### config.mk
export PLATFORM = sky130hd
export DESIGN_NAME = rate_counter_hex
export DESIGN_NICKNAME = d
export VERILOG_FILES = /design/src/rtl/rate_counter_hex.sv
export SDC_FILE = /design/constraint.sdc
export NUM_CORES = 1
export LEC_CHECK = 0
export CAP_MARGIN = 0
export CORE_ASPECT_RATIO = 1.75
export CORE_UTILIZATION = 25
export CTS_CLUSTER_DIAMETER = 40
export CTS_CLUSTER_SIZE = 28
export DETAILED_ROUTE_END_ITERATION = 10
export SLEW_MARGIN = 20
export SYNTH_ARGS = -nofsm -noshare
export SYNTH_HDL_FRONTEND = slang
export SYNTH_SLANG_ARGS = --single-unit
### constraint.sdc
create_clock -name CLOCK_50 -period 2.45 [get_ports CLOCK_50]
set_input_delay 0.245 -clock CLOCK_50 [delete_from_list [all_inputs] [get_ports CLOCK_50]]
set_output_delay 0.245 -clock CLOCK_50 [all_outputs]
set_load 0.05 [all_outputs]
### src/rtl/rate_counter_hex.sv
// Rate-divided loadable up/down counter with active-low seven-segment hex outputs.
// A free-running divider paces the count steps at one of four switch-selected rates.
module rate_counter_hex #(
  parameter int CLK_FREQ = 50000000,
  parameter int DIGITS   = 2
) (
  input  logic                  CLOCK_50,
  input  logic                  resetn,
  input  logic                  enable,
  input  logic                  up,
  input  logic                  load,
  input  logic [4*DIGITS-1:0]   load_value,
  input  logic [1:0]            rate_sel,
  output logic [4*DIGITS-1:0]   count,
  output logic                  tick,
  output logic [7*DIGITS-1:0]   hex
);

  localparam int W     = 4 * DIGITS;
  localparam int DIV_W = $clog2(4 * CLK_FREQ);

  localparam logic [DIV_W-1:0] LAST_1HZ   = DIV_W'(CLK_FREQ - 1);
  localparam logic [DIV_W-1:0] LAST_HALF  = DIV_W'(2 * CLK_FREQ - 1);
  localparam logic [DIV_W-1:0] LAST_QUART = DIV_W'(4 * CLK_FREQ - 1);

  logic [W-1:0]     count_q, count_d;
  logic [DIV_W-1:0] div_q, div_d;
  logic             tick_q, tick_d;
  logic [1:0]       rate_q, rate_d;
  logic [DIV_W-1:0] last_div;

  always_comb begin
    last_div = '0;
    case (rate_q)
      2'b00:   last_div = '0;
      2'b01:   last_div = LAST_1HZ;
      2'b10:   last_div = LAST_HALF;
      default: last_div = LAST_QUART;
    endcase
  end

  // Load beats a rate change, which beats normal counting; rate_q always tracks rate_sel.
  always_comb begin
    count_d = count_q;
    div_d   = div_q;
    tick_d  = 1'b0;
    rate_d  = rate_sel;
    if (load) begin
      count_d = load_value;
      div_d   = '0;
    end else if (rate_sel != rate_q) begin
      div_d = '0;
    end else if (enable) begin
      if (div_q == last_div) begin
        div_d   = '0;
        tick_d  = 1'b1;
        count_d = up ? count_q + W'(1) : count_q - W'(1);
      end else begin
        div_d = div_q + DIV_W'(1);
      end
    end
  end

  always_ff @(posedge CLOCK_50 or negedge resetn) begin
    if (!resetn) begin
      count_q <= '0;
      div_q   <= '0;
      tick_q  <= 1'b0;
      rate_q  <= 2'b00;
    end else begin
      count_q <= count_d;
      div_q   <= div_d;
      tick_q  <= tick_d;
      rate_q  <= rate_d;
    end
  end

  function automatic logic [6:0] seg7(input logic [3:0] n);
    logic [6:0] s;
    case (n)
      4'h0: s = 7'b1000000;
      4'h1: s = 7'b1111001;
      4'h2: s = 7'b0100100;
      4'h3: s = 7'b0110000;
      4'h4: s = 7'b0011001;
      4'h5: s = 7'b0010010;
      4'h6: s = 7'b0000010;
      4'h7: s = 7'b1111000;
      4'h8: s = 7'b0000000;
      4'h9: s = 7'b0010000;
      4'hA: s = 7'b0001000;
      4'hB: s = 7'b0000011;
      4'hC: s = 7'b1000110;
      4'hD: s = 7'b0100001;
      4'hE: s = 7'b0000110;
      default: s = 7'b0001110;
    endcase
    return s;
  endfunction

  for (genvar i = 0; i < DIGITS; i++) begin : g_digit
    assign hex[7*i +: 7] = seg7(count_q[4*i +: 4]);
  end

  assign count = count_q;
  assign tick  = tick_q;

endmodule

==> results of run 1 <==
## cell usage after synthesis, drive strengths merged (4+ instances only)
cell type | number | area (um2)
xnor2 | 26 | 228
nor4 | 10 | 75.1
o22ai | 4 | 25.0
o21ai | 8 | 40.0
nand4 | 9 | 71.3
nor2 | 51 | 196
nor2b | 5 | 31.3
a21oi | 14 | 70.1
nand3 | 14 | 70.1
xor2 | 13 | 114
nor3 | 12 | 60.1
mux2i | 10 | 100
buf | 7 | 48.8
ha | 23 | 288
nand2 | 28 | 105
clkbuf | 5 | 28.8
dfrtp | 39 | 976
inv | 16 | 60.1
## registers in the layout, summed over array words and instances (netlist names)
register,cells
div_q,28
count,8
rate_q,2
tick,1
## logic make-up after synthesis
logic type / Yosys count / synth area share [%]
mux: 12 / 4.89
xor+xnor: 39 / 11.5
buf+inv: 28 / 4.63
simple gates: 151 / 26.2
flops: 39 / 32.9
fa+ha+maj: 24 / 10.4
compound gates: 43 / 9.56
## timing repair
action | CTS | global route
cloned | 0 | 1
resized for setup | 0 | 5
setup buffers | 0 | 1
endpoints found under the setup margin | 30 | 34
## layer usage
layer | routed length (um) | share of wire, %
met5 | 0 | 0
met4 | 251 | 3.4
met3 | 217 | 2.9
met2 | 4100 | 55
met1 | 2850 | 38
## worst max-delay path: cells and delay by family (launching register included)
| family | cells | cell delay, ns |
|---|---|---|
| adder cells (fa/ha/maj) | 1 | 0.21 |
| AND/OR/NAND/NOR | 4 | 1.16 |
| AO/OA/AOI/OAI | 1 | 0.21 |
| XOR/XNOR | 1 | 0.13 |
| buffers and inverters | 2 | 0.28 |
| flip-flops | 1 | 0.41 |
## worst min-delay path by stage
stage	end	cells after the start	slack, ns
after floorplan	count[0]	0	-0.05
after global placement	div_q[26]	1	0.42
after detailed placement	div_q[7]	1	0.43
after CTS	div_q[8]	1	0.12
after global routing	div_q[6]	1	0.18
final	div_q[6]	1	0.08
## per-stage QoR
stage,setup slack [ns],setup TNS [ns]
global route,-0.122,-3.12
CTS,-0.0273,-0.447
global placement,-0.0185,-0.0185
finish,-0.0381,-0.535
detailed placement,-0.0996,-0.143
floorplan,0.00387,0
## power by group through the flow
stage               Clock (uW)  Sequential, uW  Combinational, uW
floorplan                    0             743                401
finish                     760             691                666
detailed placement           0             703                662
global placement             0             703                652
global route               796             695                718
CTS                        774             692                662
## final cells by class
class	count	area [um2]
timing repair buffer	58	543
fill	1213	7750
clock buffer	5	125
inverter	16	60.1
clock inverter	3	46.3
tap	135	169
multi-input combinational	269	1910
sequential	39	977
==> out/results.ini, run 1 <==
[status]
status = finished, violations left
violations = negative setup slack

[timing]
period_share_pct = 102
fin_skew_ns = 0.00881
setup_viol = 26
relSlewSlack_pct = 39.8
finalMaxSlewViolations = 0
hold_ws_ns = 0.0831
worst_pin_slew_ns = 0.903
fin_ws_ns = -0.0381
finalHoldViolations = 0
fmax_ghz = 0.402
finalCriticalPeriod_ns = 2.49
rsz0062_at_grt = yes

[global_routing]
grt_busiest_layer = met2
overflow = 0
grt_max_degree = 40
gr-usage-met3_pct = 2.20
grt_use_met1_pct = 12.1
grt_pass1_vias = 2679
grt_pass1_wl_um = 12200
grt_antenna_before_repair = 0
grt_usage_pct = 12.4
grt_util_met2_pct = 24.4

[logic_synthesis]
synthCells = 336
syn_nets = 375
ys_seq_area_share_pct = 32.9
synth-async-reset-ratio_pct = 100
yosys.cell_types.count = 51
ys_warn_count = 0
syn_area_um2 = 2970
synth_top_flop_cell = dfrtp_1
synth_edf_count = 0
ys_ff_latch = 39
syn_area_per_cell_um2 = 8.84

[clock_tree]
clkSinkCount = 39
clock_path_buffers = 2
cts-buffers-inserted = 5
cts-hold-fix-buffers = 0
root_buffer = clkbuf_16
htree_levels = 2
clk_pin_slew_ns = 0.06
clock_latency_ns = 0.29
cts_tree = done

[pwr]
powerDensity_nw_per_um2 = 553
switching_share_pct = 33.6
clkPwrFrac_pct = 35.9
leakage_uw = 0.00154
power_uw = 2120
seqPwrFrac_pct = 32.6
ir_drop_v = 0.000222
switching_power_uw = 712
combPwrFrac_pct = 31.5
p_int_uw = 1400

[floorplanning]
ios = 38
die_h_um = 146
fp.dieArea_um2 = 12300
start_util_pct = 25.6
fp.dieW_um = 84.4
rows = 52
coreArea_um2 = 11600

[final_layout]
layout_commonest_cell = nor2_1
postLayoutCoreUtil_pct = 33.0
drive_above_1_share_pct = 18.2
final_cell_mix = nor2_1 (48), dfrtp_1 (38), buf_4 (31), nand2_1 (28), xnor2_1 (26)
layout-area-overhead-vs-synth_pct = 28.9
n_antenna_cell = 0
fin_nets = 428
fin_cells = 525
fin_area_um2 = 3830

[route]
routed_wl_um = 7420
first_iter_violations = 148
route.detailed.drc = 0
wl_per_cell_um = 14.1
vias = 2576
vias_per_cell = 4.91
ant_nets = 0
drt-pass1-iter-count = 4

[setup_path]
crit-reg2reg-launch = rate_q[0]
cp-startpoint = rate_q[0]
worst_path_max_delay_cell = or4_4
timing.critical_path.to_type = register
crit_path_end = div_q[9]
crit_arrival_ns = 2.67
cp_cell_sequence = inv_2 -> ha_4 -> xor2_1 -> or4_4 -> nor4_4 -> or3b_4 -> o21bai_4 -> clkbuf_16 -> nor2_1
cpPeakStageDelay_ns = 0.43
critical_path_class = register to register
path_max_fanout = 9
worstPathRequired_ns = 2.63
reg2reg_setup_slack_ns = -0.04
worstRegToRegCells = 9
timing.rr.end = div_q[9]
start_kind = register

[placement]
gp_congestion = 0.819
dpl.hpwl_um = 5750
port_buffers = 37
place_area_um2 = 3610
dp_cells = 515

[min_path]
hp-class = input pin to async pin

[job]
cap_violations = 0

Note: power is estimated with default switching activity, not from simulation.
==> run 2: changes to the inputs <==
--- a/config.mk
+++ b/config.mk
@@ -7,6 +7,7 @@
 export LEC_CHECK = 0
 export CAP_MARGIN = 0
 export CORE_ASPECT_RATIO = 1.75
+export CORE_MARGIN = 2
 export CORE_UTILIZATION = 25
 export CTS_CLUSTER_DIAMETER = 40
 export CTS_CLUSTER_SIZE = 28
==> run 2 against run 1 <==
  * Largest cell class unchanged
  * Highest routed layer unchanged
  * Worst hold slack got worse by 0.0082 ns
  * Final cell count did not move
  * Register-to-register slack about the same
  * The flow still finishes with violations (negative setup slack)
  * First-iteration DRC count down 28%
  * Clock power decreased by 15%
  * Die area up 3.8%
  * Clock skew is 0.0034 ns lower
==> out/results.ini, run 2 (synthesized netlist as in run 1, its figures left out) <==
[setup_path]
crit-reg2reg-launch = rate_q[0]
timing.critical_path.to_type = register
worstRegToRegCells = 9  ; unchanged
critical_path_class = register to register
worstPathRequired_ns = 2.62  ; about the same
path_max_fanout = 13  ; +4
crit_arrival_ns = 2.66  ; about the same
reg2reg_setup_slack_ns = -0.04  ; about the same
timing.rr.end = div_q[11]
start_kind = register

[route]
wl_met1_um = 2910  ; +2.1%
ant_nets = 0  ; unchanged
wl_per_cell_um = 14.2  ; +0.77%
first_iter_violations = 107  ; -28%
vias = 2586  ; +0.39%
dr_wl_met3_um = 211  ; -2.8%
vias_per_cell = 4.93  ; +0.39%
met2_length_um = 4190  ; +2.3%
routed_wl_um = 7480  ; +0.77%
route.detailed.drc = 0  ; unchanged
drt-pass1-iter-count = 6  ; +2
highest_layer = met4

[final_layout]
largest_reg_flops = 28  ; unchanged
fin_area_um2 = 3790  ; -1.0%
fin_nets = 428  ; unchanged
multi_input_area_um2 = 1900  ; -0.13%
fillers = 1220  ; +0.58%
regMostFlops = div_q
n_antenna_cell = 0  ; unchanged
register_area_um2 = 978  ; +0.13%
layout_commonest_cell = nor2_1
drive_above_1_share_pct = 18.2  ; unchanged
postLayoutCoreUtil_pct = 32.7  ; -0.35 points
layout-area-overhead-vs-synth_pct = 27.5
final_cell_mix = nor2_1 (48), dfrtp_1 (37), buf_4 (32), nand2_1 (28), xnor2_1 (26)

[pwr]
powerDensity_nw_per_um2 = 528  ; -4.6%
p_int_uw = 1290  ; -8.1%
switching_share_pct = 35.4  ; +1.8 points
clkPwrFrac_pct = 32.2  ; -3.7 points
ir_drop_v = 0.000241  ; +8.6%
seqPwrFrac_pct = 34.4  ; +1.8 points
leakage_uw = 0.00153  ; -1.1%
switching_power_uw = 707  ; -0.65%
combPwrFrac_pct = 33.4  ; +1.9 points

[placement]
dp_slack_ns = -0.0365  ; +0.0631 ns
place_area_um2 = 3590  ; -0.35%
port_buffers = 37  ; unchanged
gp_congestion = 0.828  ; +1.2%
dpl.hpwl_um = 5670  ; -1.4%

[floorplanning]
fp.dieArea_um2 = 12800  ; +3.8%
rows = 52  ; unchanged
ios = 38  ; unchanged
die_h_um = 148  ; +1.4%
start_util_pct = 25.6  ; unchanged
fp.dieW_um = 86.4  ; +2.4%
coreArea_um2 = 11600  ; unchanged

[status]
violations = negative setup slack
status = finished, violations left

[global_routing]
grt_pass1_vias = 2628  ; -1.9%
grt_antenna_before_repair = 0  ; unchanged
grt_usage_pct = 12.0  ; -0.39 points
grt_pass1_wl_um = 12500  ; +2.2%
grt_max_degree = 40  ; unchanged
overflow = 0  ; unchanged

[clock_tree]
clock_latency_ns = 0.28  ; about the same
cts-hold-fix-buffers = 0  ; unchanged
root_buffer = clkbuf_16
clock_path_buffers = 2  ; unchanged
clkSinkCount = 39  ; unchanged
clk_pin_slew_ns = 0.06  ; about the same
cts-buffers-inserted = 5  ; unchanged
cts_tree = done
htree_levels = 2  ; unchanged

[timing]
fin_ws_ns = -0.0397  ; -0.00163 ns
fmax_ghz = 0.402  ; about the same
period_share_pct = 102  ; about the same
rsz0062_at_grt = yes
tns_ns = -0.461  ; +0.0739 ns
finalHoldViolations = 0  ; unchanged
finalCriticalPeriod_ns = 2.49  ; +0.00163 ns
finalMaxSlewViolations = 0  ; unchanged
fin_skew_ns = 0.00545  ; -0.00336 ns
relSlewSlack_pct = 41.2  ; +1.4 points
hold_ws_ns = 0.0748  ; -0.00823 ns
setup_viol = 19  ; -27%
worst_pin_slew_ns = 0.881  ; -0.0215 ns

[job]
cap_violations = 0  ; unchanged

[min_path]
hp-class = input pin to async pin

## run 2: cell count changes in the layout (fill, tap and decap cells not counted), sizes merged
cell	change
clkinv	+1
inv	-1
bufinv	-1
clkinvlp	+1
## run 2: critical path, stage by stage, from the launching register on
cell       delay [ns]
dfrtp_2          0.40
inv_2            0.08
ha_4             0.20
xor2_1           0.13
or4_4            0.43
nor4_4           0.25
or3b_4           0.43
o21bai_4         0.19
clkbuf_16        0.21
nor2_1           0.06
## run 2: worst max-delay path by stage
stage           endpoint      start  slack, ns  cells after the start
2_1_floorplan  div_q[27]  rate_q[0]      0.004                      9
3_3_place_gp    count[7]         up     0.0002                      9
3_5_place_dp    count[7]         up      -0.04                      9
4_1_cts        div_q[14]  rate_q[0]      -0.04                      9
5_1_grt        div_q[15]  rate_q[0]      -0.15                      9
6_report       div_q[11]  rate_q[0]      -0.04                      9
## run 2: cell type report
cell class / count / area share (%)
Clock buffer: 5 / 3.30
Clock inverter: 3 / 0.529
Inverter: 16 / 1.59
Multi-Input combinational cell: 269 / 50.3
Sequential cell: 39 / 25.8
Tap cell: 135 / 4.46
Timing Repair Buffer: 58 / 14.0
## run 2: metrics by stage
step	power, uW	instances
2_1_floorplan	1140	336
4_1_cts	2000	524
3_3_place_gp	1350	515
6_report	2000	525
3_5_place_dp	1360	515
5_1_grt	2090	525
## run 2: power groups by stage
stage	registers [uW]	logic, uW	clock network (uW)
detailed placement	700	660	0
global route	691	721	681
floorplan	743	401	0
finish	688	667	644
global placement	700	650	0
CTS	689	662	653
## run 2: metal layers
| metal | GRT usage, % | vias to the layer above |
|---|---|---|
| met5 | 0 | - |
| met3 | 1.94 | 12 |
| met2 | 22.6 | 51 |
| met4 | 4.38 | 0 |
| met1 | 13.3 | 1244 |
| li1 | - | 1279 |
## run 2: timing repair
action                                 in CTS  in global routing
cloned                                      0                  1
endpoints found under the hold margin       0                  0
buffers inserted                            1                  0
resized for setup                           1                  4
setup endpoints to repair                  27                 35
